--- config.mk ---
export PLATFORM = sky130hd
export DESIGN_NAME = pipe_prefetch_q_flat
export DESIGN_NICKNAME = d
export VERILOG_FILES = /design/src/rtl/pipe_pkg.sv /design/src/rtl/pipe_prefetch_q_if.sv /design/src/rtl/pipe_pfq_fifo.sv /design/src/rtl/pipe_prefetch_q.sv /design/src/flat_wrapper.sv
export SDC_FILE = /design/constraint.sdc
export NUM_CORES = 1
export LEC_CHECK = 0
export CORE_MARGIN = 2
export CORE_UTILIZATION = 35
export CTS_BUF_LIST = sky130_fd_sc_hd__clkbuf_2 sky130_fd_sc_hd__clkbuf_4 sky130_fd_sc_hd__clkbuf_8
export DETAILED_ROUTE_END_ITERATION = 12
export MAX_ROUTING_LAYER = met4
export SLEW_MARGIN = 20
export SYNTH_ARGS = -nofsm -noshare
export SYNTH_HDL_FRONTEND = slang
export SYNTH_HIERARCHICAL = 1
export SYNTH_SLANG_ARGS = --single-unit
--- constraint.sdc ---
create_clock -name clock -period 7.52 [get_ports clock]
set_input_delay 0.752 -clock clock [delete_from_list [all_inputs] [get_ports clock]]
set_output_delay 0.752 -clock clock [all_outputs]
set_load 0.01 [all_outputs]
--- src/rtl/pipe_pkg.sv ---
// Shared definitions for the instruction prefetch queue: default depth and
// reset PC, the NOP encoding and the packed {inst, pc4} queue entry.
package pipe_pkg;

   localparam int          PFQ_DEPTH    = 4;
   localparam logic [31:0] PFQ_RESET_PC = 32'h0000_0000;
   localparam logic [31:0] NOP_INST     = 32'h0000_0000;

   typedef struct packed {
      logic [31:0] inst;
      logic [31:0] pc4;
   } pfq_entry_t;

   // Sequential fetch step; wraps 32'hFFFF_FFFC -> 0 naturally.
   function automatic logic [31:0] pc_next(input logic [31:0] pc);
      return pc + 32'd4;
   endfunction

endpackage

--- src/rtl/pipe_prefetch_q_if.sv ---
// Fetch-side bus of the prefetch queue: decode controls, instruction memory
// handshake and the head-of-queue outputs. "master" is the queue itself,
// "slave" is the surrounding pipeline / memory.
interface pipe_prefetch_q_if;

   logic        stall;
   logic        redirect;
   logic [31:0] redirect_pc;
   logic        imem_req;
   logic [31:0] imem_addr;
   logic        imem_ready;
   logic [31:0] imem_rdata;
   logic        q_valid;
   logic [31:0] q_inst;
   logic [31:0] q_pc4;

   modport master (
      input  stall, redirect, redirect_pc, imem_ready, imem_rdata,
      output imem_req, imem_addr, q_valid, q_inst, q_pc4
   );

   modport slave (
      output stall, redirect, redirect_pc, imem_ready, imem_rdata,
      input  imem_req, imem_addr, q_valid, q_inst, q_pc4
   );

endinterface

--- src/rtl/pipe_pfq_fifo.sv ---
// Circular entry store for the prefetch queue: DEPTH entries, wrapping
// read/write pointers, occupancy count with full/empty flags and a
// synchronous flush used by redirects.
module pipe_pfq_fifo
   import pipe_pkg::*;
#(
   parameter  int DEPTH = PFQ_DEPTH,
   localparam int AW    = $clog2(DEPTH),
   localparam int CW    = AW + 1
) (
   input  logic          clock,
   input  logic          resetn,
   input  logic          flush,
   input  logic          push,
   input  logic          pop,
   input  pfq_entry_t    wdata,
   output pfq_entry_t    head,
   output logic [CW-1:0] count,
   output logic          full,
   output logic          empty
);

   localparam logic [CW-1:0] FULL_CNT = CW'(DEPTH);

   pfq_entry_t      mem [DEPTH];
   logic [AW-1:0]   rd_ptr;
   logic [AW-1:0]   wr_ptr;

   assign full  = (count == FULL_CNT);
   assign empty = (count == '0);
   assign head  = mem[rd_ptr];

   // Pointer and occupancy bookkeeping; flush returns to the empty state.
   always_ff @(posedge clock or negedge resetn) begin
      if (!resetn) begin
         rd_ptr <= '0;
         wr_ptr <= '0;
         count  <= '0;
      end else if (flush) begin
         rd_ptr <= '0;
         wr_ptr <= '0;
         count  <= '0;
      end else begin
         if (push) wr_ptr <= wr_ptr + 1'b1;
         if (pop)  rd_ptr <= rd_ptr + 1'b1;
         case ({push, pop})
            2'b10:   count <= count + 1'b1;
            2'b01:   count <= count - 1'b1;
            default: count <= count;
         endcase
      end
   end

   // Entry storage needs no reset: contents are only observed when count > 0.
   always_ff @(posedge clock) begin
      if (push && !flush) mem[wr_ptr] <= wdata;
   end

endmodule

--- src/rtl/pipe_prefetch_q.sv ---
// Instruction prefetch queue feeding the IF/ID register. Owns the fetch PC,
// streams sequential word fetches while space remains, and presents the
// oldest buffered instruction with its PC+4. A redirect flushes everything
// and restarts fetching at the (word-aligned) target.
// Optional feature: define PIPE_PREFETCH_BYPASS_EN to forward a fetch
// straight to q_* when the queue is empty.
module pipe_prefetch_q
   import pipe_pkg::*;
#(
   parameter int          DEPTH    = PFQ_DEPTH,
   parameter logic [31:0] RESET_PC = PFQ_RESET_PC
) (
   input  logic               clock,
   input  logic               resetn,
   pipe_prefetch_q_if.master  bus
);

   localparam int CW = $clog2(DEPTH) + 1;

   logic [31:0]   fetch_pc;
   logic          accept;
   logic          push;
   logic          pop;
   logic          full;
   logic          empty;
   logic          byp;
   logic [CW-1:0] count;
   pfq_entry_t    wdata;
   pfq_entry_t    head;

   assign bus.imem_req  = !full && !bus.redirect;
   assign bus.imem_addr = fetch_pc;
   assign accept        = bus.imem_req && bus.imem_ready;
   assign wdata         = '{inst: bus.imem_rdata, pc4: pc_next(fetch_pc)};

`ifdef PIPE_PREFETCH_BYPASS_EN
   // Empty queue: the returning word is shown directly and, if decode takes
   // it this cycle, never lands in storage.
   assign byp  = empty && accept;
   assign push = accept && !(byp && !bus.stall);
`else
   assign byp  = 1'b0;
   assign push = accept;
`endif
   assign pop = !empty && !bus.stall && !bus.redirect;

   // Head presentation; NOP and zero PC+4 whenever nothing real is held.
   always_comb begin
      bus.q_valid = 1'b0;
      bus.q_inst  = NOP_INST;
      bus.q_pc4   = 32'h0;
      if (!empty) begin
         bus.q_valid = 1'b1;
         bus.q_inst  = head.inst;
         bus.q_pc4   = head.pc4;
      end else if (byp) begin
         bus.q_valid = 1'b1;
         bus.q_inst  = wdata.inst;
         bus.q_pc4   = wdata.pc4;
      end
   end

   // Fetch PC: restart on redirect (word aligned), step on each accepted fetch.
   always_ff @(posedge clock or negedge resetn) begin
      if (!resetn)           fetch_pc <= RESET_PC;
      else if (bus.redirect) fetch_pc <= {bus.redirect_pc[31:2], 2'b00};
      else if (accept)       fetch_pc <= pc_next(fetch_pc);
   end

   pipe_pfq_fifo #(.DEPTH(DEPTH)) u_fifo (
      .clock  (clock),
      .resetn (resetn),
      .flush  (bus.redirect),
      .push   (push),
      .pop    (pop),
      .wdata  (wdata),
      .head   (head),
      .count  (count),
      .full   (full),
      .empty  (empty)
   );

endmodule

--- src/flat_wrapper.sv ---
// flat-port wrapper written by rule: the top's interface ports become plain ports
module pipe_prefetch_q_flat import pipe_pkg::*;
#(
   parameter int          DEPTH    = PFQ_DEPTH,
   parameter logic [31:0] RESET_PC = PFQ_RESET_PC
)
  (clock, resetn, bus_stall, bus_redirect, bus_redirect_pc, bus_imem_ready, bus_imem_rdata, bus_imem_req, bus_imem_addr, bus_q_valid, bus_q_inst, bus_q_pc4);
  pipe_prefetch_q_if bus_i ();
  input  logic clock;
  input  logic resetn;
  input wire logic [$bits(bus_i.stall)-1:0] bus_stall;
  input wire logic [$bits(bus_i.redirect)-1:0] bus_redirect;
  input wire logic [$bits(bus_i.redirect_pc)-1:0] bus_redirect_pc;
  input wire logic [$bits(bus_i.imem_ready)-1:0] bus_imem_ready;
  input wire logic [$bits(bus_i.imem_rdata)-1:0] bus_imem_rdata;
  output wire logic [$bits(bus_i.imem_req)-1:0] bus_imem_req;
  output wire logic [$bits(bus_i.imem_addr)-1:0] bus_imem_addr;
  output wire logic [$bits(bus_i.q_valid)-1:0] bus_q_valid;
  output wire logic [$bits(bus_i.q_inst)-1:0] bus_q_inst;
  output wire logic [$bits(bus_i.q_pc4)-1:0] bus_q_pc4;
  assign bus_i.stall = bus_stall;
  assign bus_i.redirect = bus_redirect;
  assign bus_i.redirect_pc = bus_redirect_pc;
  assign bus_i.imem_ready = bus_imem_ready;
  assign bus_i.imem_rdata = bus_imem_rdata;
  assign bus_imem_req = bus_i.imem_req;
  assign bus_imem_addr = bus_i.imem_addr;
  assign bus_q_valid = bus_i.q_valid;
  assign bus_q_inst = bus_i.q_inst;
  assign bus_q_pc4 = bus_i.q_pc4;
  pipe_prefetch_q #(.DEPTH(DEPTH), .RESET_PC(RESET_PC)) u_core (.clock(clock), .resetn(resetn), .bus(bus_i));
endmodule
---- Word-level counts from Yosys, hierarchy flattened ----
Memory sizes are Yosys's and may differ from the RTL's.
Index checks and enable logic that the tools add are counted.
cells by class
  multiplexer cells ....................... 13
  equal/unequal tests ..................... 3
  reductions and logical operators ........ 13
  $add $sub $neg .......................... 5
operators with widths
  operator                                                               number
  32-bit 2-to-1 mux                                                      4
  32-bit by 3-bit adder with 32-bit output, second input constant        1
  2-bit 2-to-1 mux                                                       4
  3-bit case mux with 2 select lines                                     1
  1-bit logical AND                                                      5
  2-bit by 1-bit adder with 2-bit output, second input constant          2
  1-bit zero test                                                        4
  2-bit nonzero test                                                     2
  3-bit by 1-bit adder with 3-bit output, second input constant          1
  3-bit equality test, second input constant                             1
  3-bit zero test                                                        1
  1-bit 2-to-1 mux                                                       3
  3-bit 2-to-1 mux                                                       1
  3-bit nonzero test                                                     1
  3-bit by 1-bit subtractor with 3-bit output, second input constant     1
  2-bit by 1-bit equality test with 1-bit output, second input constant  1
  2-bit equality test, second input constant                             1
storage, ports and cells
  word-level logic and storage cells ...... 39
  RAM bits ................................ 256
  output and inout port bits .............. 98
  input bits .............................. 69
  flip-flop bits (word level) ............. 39
  memories ................................ 1
memory list
  name               depth  bits a word  rd ports  clocked after memory_dff  wr ports  RTL line             source
  u_core.u_fifo.mem  4      64           1         0                         1         pipe_pfq_fifo.sv:25  pfq_entry_t mem [DEPTH];

---- Longest topological paths before layout ----
  depth in word-level cells ............... 7
  depth in mapped cells ................... 10
  gate-level depth less buffers ........... 8

---- Modules after synthesis ----
Netlist, hierarchy kept.
modules (own cells, without submodules)
  module           seq. area each (sq um)  instances  area an instance (sq um)  cells an instance
  pipe_pfq_fifo    7862.5                  1          9669.3                    377
  pipe_prefetch_q  750.7                   1          2781.4                    363

---- Worst setup path after synthesis ----
OpenSTA, ideal clock, no wires.
  path kind ............................... input to register
  start ................................... input port bus_redirect
  end ..................................... memory u_core/u_fifo/mem[0][0] (netlist bit) (enable)
  slack ................................... 3948 ps
  library setup time ...................... 429 ps
  data arrival time ....................... 3143 ps
  data required time ...................... 7091 ps
  stages on the path ...................... 6
  path buffers ............................ 3
  cell sequence ........................... clkbuf_1 -> buf_1 -> nor2_1 -> buf_2 -> nor2b_1 -> and2_1
on the way
  word-level cells in the longest chain between the ends .. 6
ends and longest elaborated chain
  element                                 RTL line               source
  start: declaration                      flat_wrapper.sv:12     input wire logic [$bits(bus_i.redirect)-1:0] bus_redirect;
  1-bit zero test                         pipe_prefetch_q.sv:31  assign bus.imem_req = !full && !bus.redirect;
  1-bit logical AND                       pipe_prefetch_q.sv:31
  1-bit logical AND                       pipe_prefetch_q.sv:33  assign accept = bus.imem_req && bus.imem_ready;
  named net u_core.accept                 pipe_prefetch_q.sv:21  logic accept;
  1-bit logical AND                       pipe_pfq_fifo.sv:56    if (push && !flush) mem[wr_ptr] <= wdata;
  1-bit 2-to-1 mux                        pipe_pfq_fifo.sv:56
  1-bit 2-to-1 mux (implied by the code)  pipe_pfq_fifo.sv:56
  end: declaration                        pipe_pfq_fifo.sv:25
The timed path passes the listed nets, and every way through them passes these cells.

==> run_results.csv <==
group,metric,value,unit
worst_setup_path,slowest_stage,"buf_4",
floorplan,io_pins,167,
layout,n_antenna_cell,0,
timing,hold_ws,0.3016,ns
floorplan,die-width,192.6,um
timing,setup_viol,0,
synth,synth_cell_types,46,
timing,fin_crit_sh,55.83,%
clock_network,numCtsBuffers,49,
worst_setup_path,cp_cell_sequence,"buf_4 -> mux4_2 -> nor2b_1 -> clkdlybuf4s50_1",
worst_setup_path,cp.depth,4,
worst_setup_path,cp-start-kind,"register",
layout,post_route_cells_drive_above_1_share,16.41,%
clock_network,cts.repair.resized,0,
worst_setup_path,rr_worst_depth,6,
routing,vias,6998,
power_and_ir_drop,p_comb_share,15.2,%
routing,antenna_left,0,
flow_run,maxCapViolations,0,
synth,synthCells,740,
routing,vias_per_cell,4.935,
place,dp_slack,3.379,ns
hold_path,hold_path.class,"input port to asynchronous set/reset pin",
synth,ys_ff_latch,293,
timing,slew-limit-headroom,28.34,%
timing,tns,0,ns
place,io_buffers,162,
worst_setup_path,cp.arrival,3.45,ns
power_and_ir_drop,clockPowerShare,36.3,%
power_and_ir_drop,p_per_area,251.0,nW/um^2
power_and_ir_drop,netSwitchingPower,963.7,uW
clock_network,cts_max_path_buffers,3,
clock_network,post_cts.repair.setup_buffers,0,
clock_network,clock_latency,0.58,ns
clock_network,clk_pin_slew_worst_paths,0.06,ns
clock_network,clock_sinks,293,
timing,tightest_slew,1.075,ns
grt,grt_pass1_wl,41.19,mm
clock_network,cts-root-buf,"clkbuf_8",
place,gp_congestion,0.7985,
floorplan,core-area,35310,um^2
synth,syn_avg_cell_area,16.83,um^2
routing,remaining_drc_errors,0,
floorplan,rows,69,
worst_setup_path,cp.required,6.77,ns
status,status,"complete, no violations",
layout,area_growth,24.20,%
clock_network,htreeDepth,2,
floorplan,dieHeight,192.6,um
routing,post_drt_wl_per_cell,18.78,um
power_and_ir_drop,p_seq_share,48.5,%
synth,syn-cell-area,12450,um^2
worst_setup_path,critical_path.top_delay_family,"buffers and inverters",
worst_setup_path,slowest_delay,0.81,ns
floorplan,die_area,37100,um^2
worst_setup_path,r2r_start,"u_core/u_fifo/count[2]",
layout,final_core_util,43.79,%
worst_setup_path,crit_start,"u_core/u_fifo/rd_ptr[0]",
routing,drt_wl_total,26.64,mm
synth,ys_seq_area_share,69.18,%
worst_setup_path,path_buf_inv,2,
timing,grt_setup_unrepaired,"false",
worst_setup_path,cp_max_fo,44,
clock_network,hold_buffers,0,
routing,dr.pass1.iters,5,
synth,synthFlopType,"edfxtp_1",
routing,dr.first_iter.drc_count,324,
worst_setup_path,r2r_end,"u_core/u_fifo/mem[1][50]",
worst_setup_path,cp-end-kind,"output port",
power_and_ir_drop,p_sw_share,24.83,%
clock_network,cts_tree,"done",
place,dpl.hpwl,15.72,mm
floorplan,initial_core_util,35.26,%
worst_setup_path,path_class,"register to output port",
synth,yosys_warnings,6,
layout,nets,994,
grt,grt_pass1_vias,7226,
grt,grt_max_degree,66,
worst_setup_path,r2r_setup_slack,4.16,ns
timing,fin_crit,4.199,ns
timing,fin_ws,3.321,ns
timing,slew_violations,0,
synth,synth_edf_count,256,
grt,grt_antenna_before_repair,0,
synth,async_flop_share,12.63,%
power_and_ir_drop,vdd_drop_max,0.1135,mV
timing,hold_viol_final,0,
layout,num-fill-cells,3127,
grt,overflow,0,
power_and_ir_drop,internal_power,2917,uW
timing,skew,0.01569,ns
power_and_ir_drop,p_leak,0.004939,uW
timing,max_freq,238.2,MHz
worst_setup_path,crit_path_end,"bus_q_pc4[21]",
grt,grt_usage,15.08,%
## per-layer routing
metal	part of all wire, %	global-route usage, %	vias to the layer above	wire [um]
met2	47	23.30	231	12480
met1	45	19.79	3479	12020
met3	5.7	3.455	57	1517
li1	-	-	3231	-
met5	0	-	-	0
met4	2.3	4.844	0	612
## per-stage QoR
step	instance area (um^2)	total power, uW	cells
floorplan	12480	2204	749
global placement	14490	2516	1329
detailed placement	14490	2521	1329
CTS	15460	3952	1418
global route	15460	4070	1418
finish	15460	3881	1418
## worst min-delay path by stage
stage                     cells after the start  slack (ns)                     from                  endpoint
after floorplan                               0        0.46                   resetn  u_core/bus.imem_addr[10]
after global placement                        2        0.58  u_core/u_fifo/wr_ptr[1]   u_core/u_fifo/wr_ptr[1]
after detailed placement                      2        0.58  u_core/u_fifo/wr_ptr[1]   u_core/u_fifo/wr_ptr[1]
after CTS                                     1        0.29                   resetn  u_core/bus.imem_addr[26]
after global routing                          1        0.34                   resetn  u_core/bus.imem_addr[26]
final                                         1        0.30                   resetn  u_core/bus.imem_addr[30]
## synth_stat cells (12+ instances only)
| cell | count | area (um^2) |
|---|---|---|
| xnor2_1 | 29 | 254.0 |
| o21ai_0 | 15 | 75.07 |
| nand4_1 | 13 | 81.33 |
| mux4_2 | 64 | 1441 |
| buf_2 | 16 | 80.08 |
| edfxtp_1 | 256 | 7687 |
| clkbuf_1 | 21 | 78.83 |
| nand2_1 | 34 | 127.6 |
| nor2_1 | 33 | 123.9 |
| nor2b_1 | 68 | 425.4 |
| a31oi_1 | 14 | 87.58 |
| xor2_1 | 15 | 131.4 |
| dfrtp_1 | 37 | 925.9 |
| nand3_1 | 12 | 60.06 |
## layout make-up
class	count	area (um^2)	area share, %
repair buffers	169	1669	10.79
clock buffers	61	770.7	4.984
flip-flops and latches	293	8621	55.75
clock inverters	28	207.7	1.343
well taps	461	576.8	3.730
inverters	6	22.52	0.1456
multi-input cells	400	3596	23.25
## cell usage in the layout, fill, tap and decap left out, types with 6 or more instances in the layout
cell type	instances
conb_1	10
a31oi_1	14
nor2b_1	68
o31ai_1	8
nand3_1	12
xnor2_1	29
xor2_1	15
inv_1	6
dfrtp_1	35
nor3_1	7
clkbuf_8	50
edfxtp_1	256
nor4_1	6
clkinv_2	6
clkbuf_4	11
o21ai_0	15
nor2_1	33
buf_4	7
clkdlybuf4s50_1	161
or4_1	8
clkinv_1	16
nand2_1	34
nand4_1	13
mux4_2	64
## registers in the layout, summed over array words and instances, names as in the netlist
| register | flops |
|---|---|
| u_core/u_fifo/count | 3 |
| u_core/u_fifo/mem | 256 |
| u_core/u_fifo/rd_ptr | 2 |
| u_core/bus.imem_addr | 30 |
| u_core/u_fifo/wr_ptr | 2 |
## power groups by stage
stage                     Combinational, uW  Clock, uW  Sequential (uW)
after floorplan                         310          0             1890
after global placement                  601          0             1920
after detailed placement                605          0             1920
after CTS                               607       1460             1880
after global routing                    646       1530             1890
final                                   589       1410             1880
## cells by family after synthesis
family	after synthesis	synth area share [%]
DFF	293	69.18
xor gates and xnor gates	44	3.095
muxes	68	11.90
AOI/OAI and AO/OA	46	2.402
and+or+nand+nor	226	10.40
adders and majority gates	6	0.6633
buffers and inverters	56	2.331
other	1	0.03012
Power figures use the tool's default switching activity.
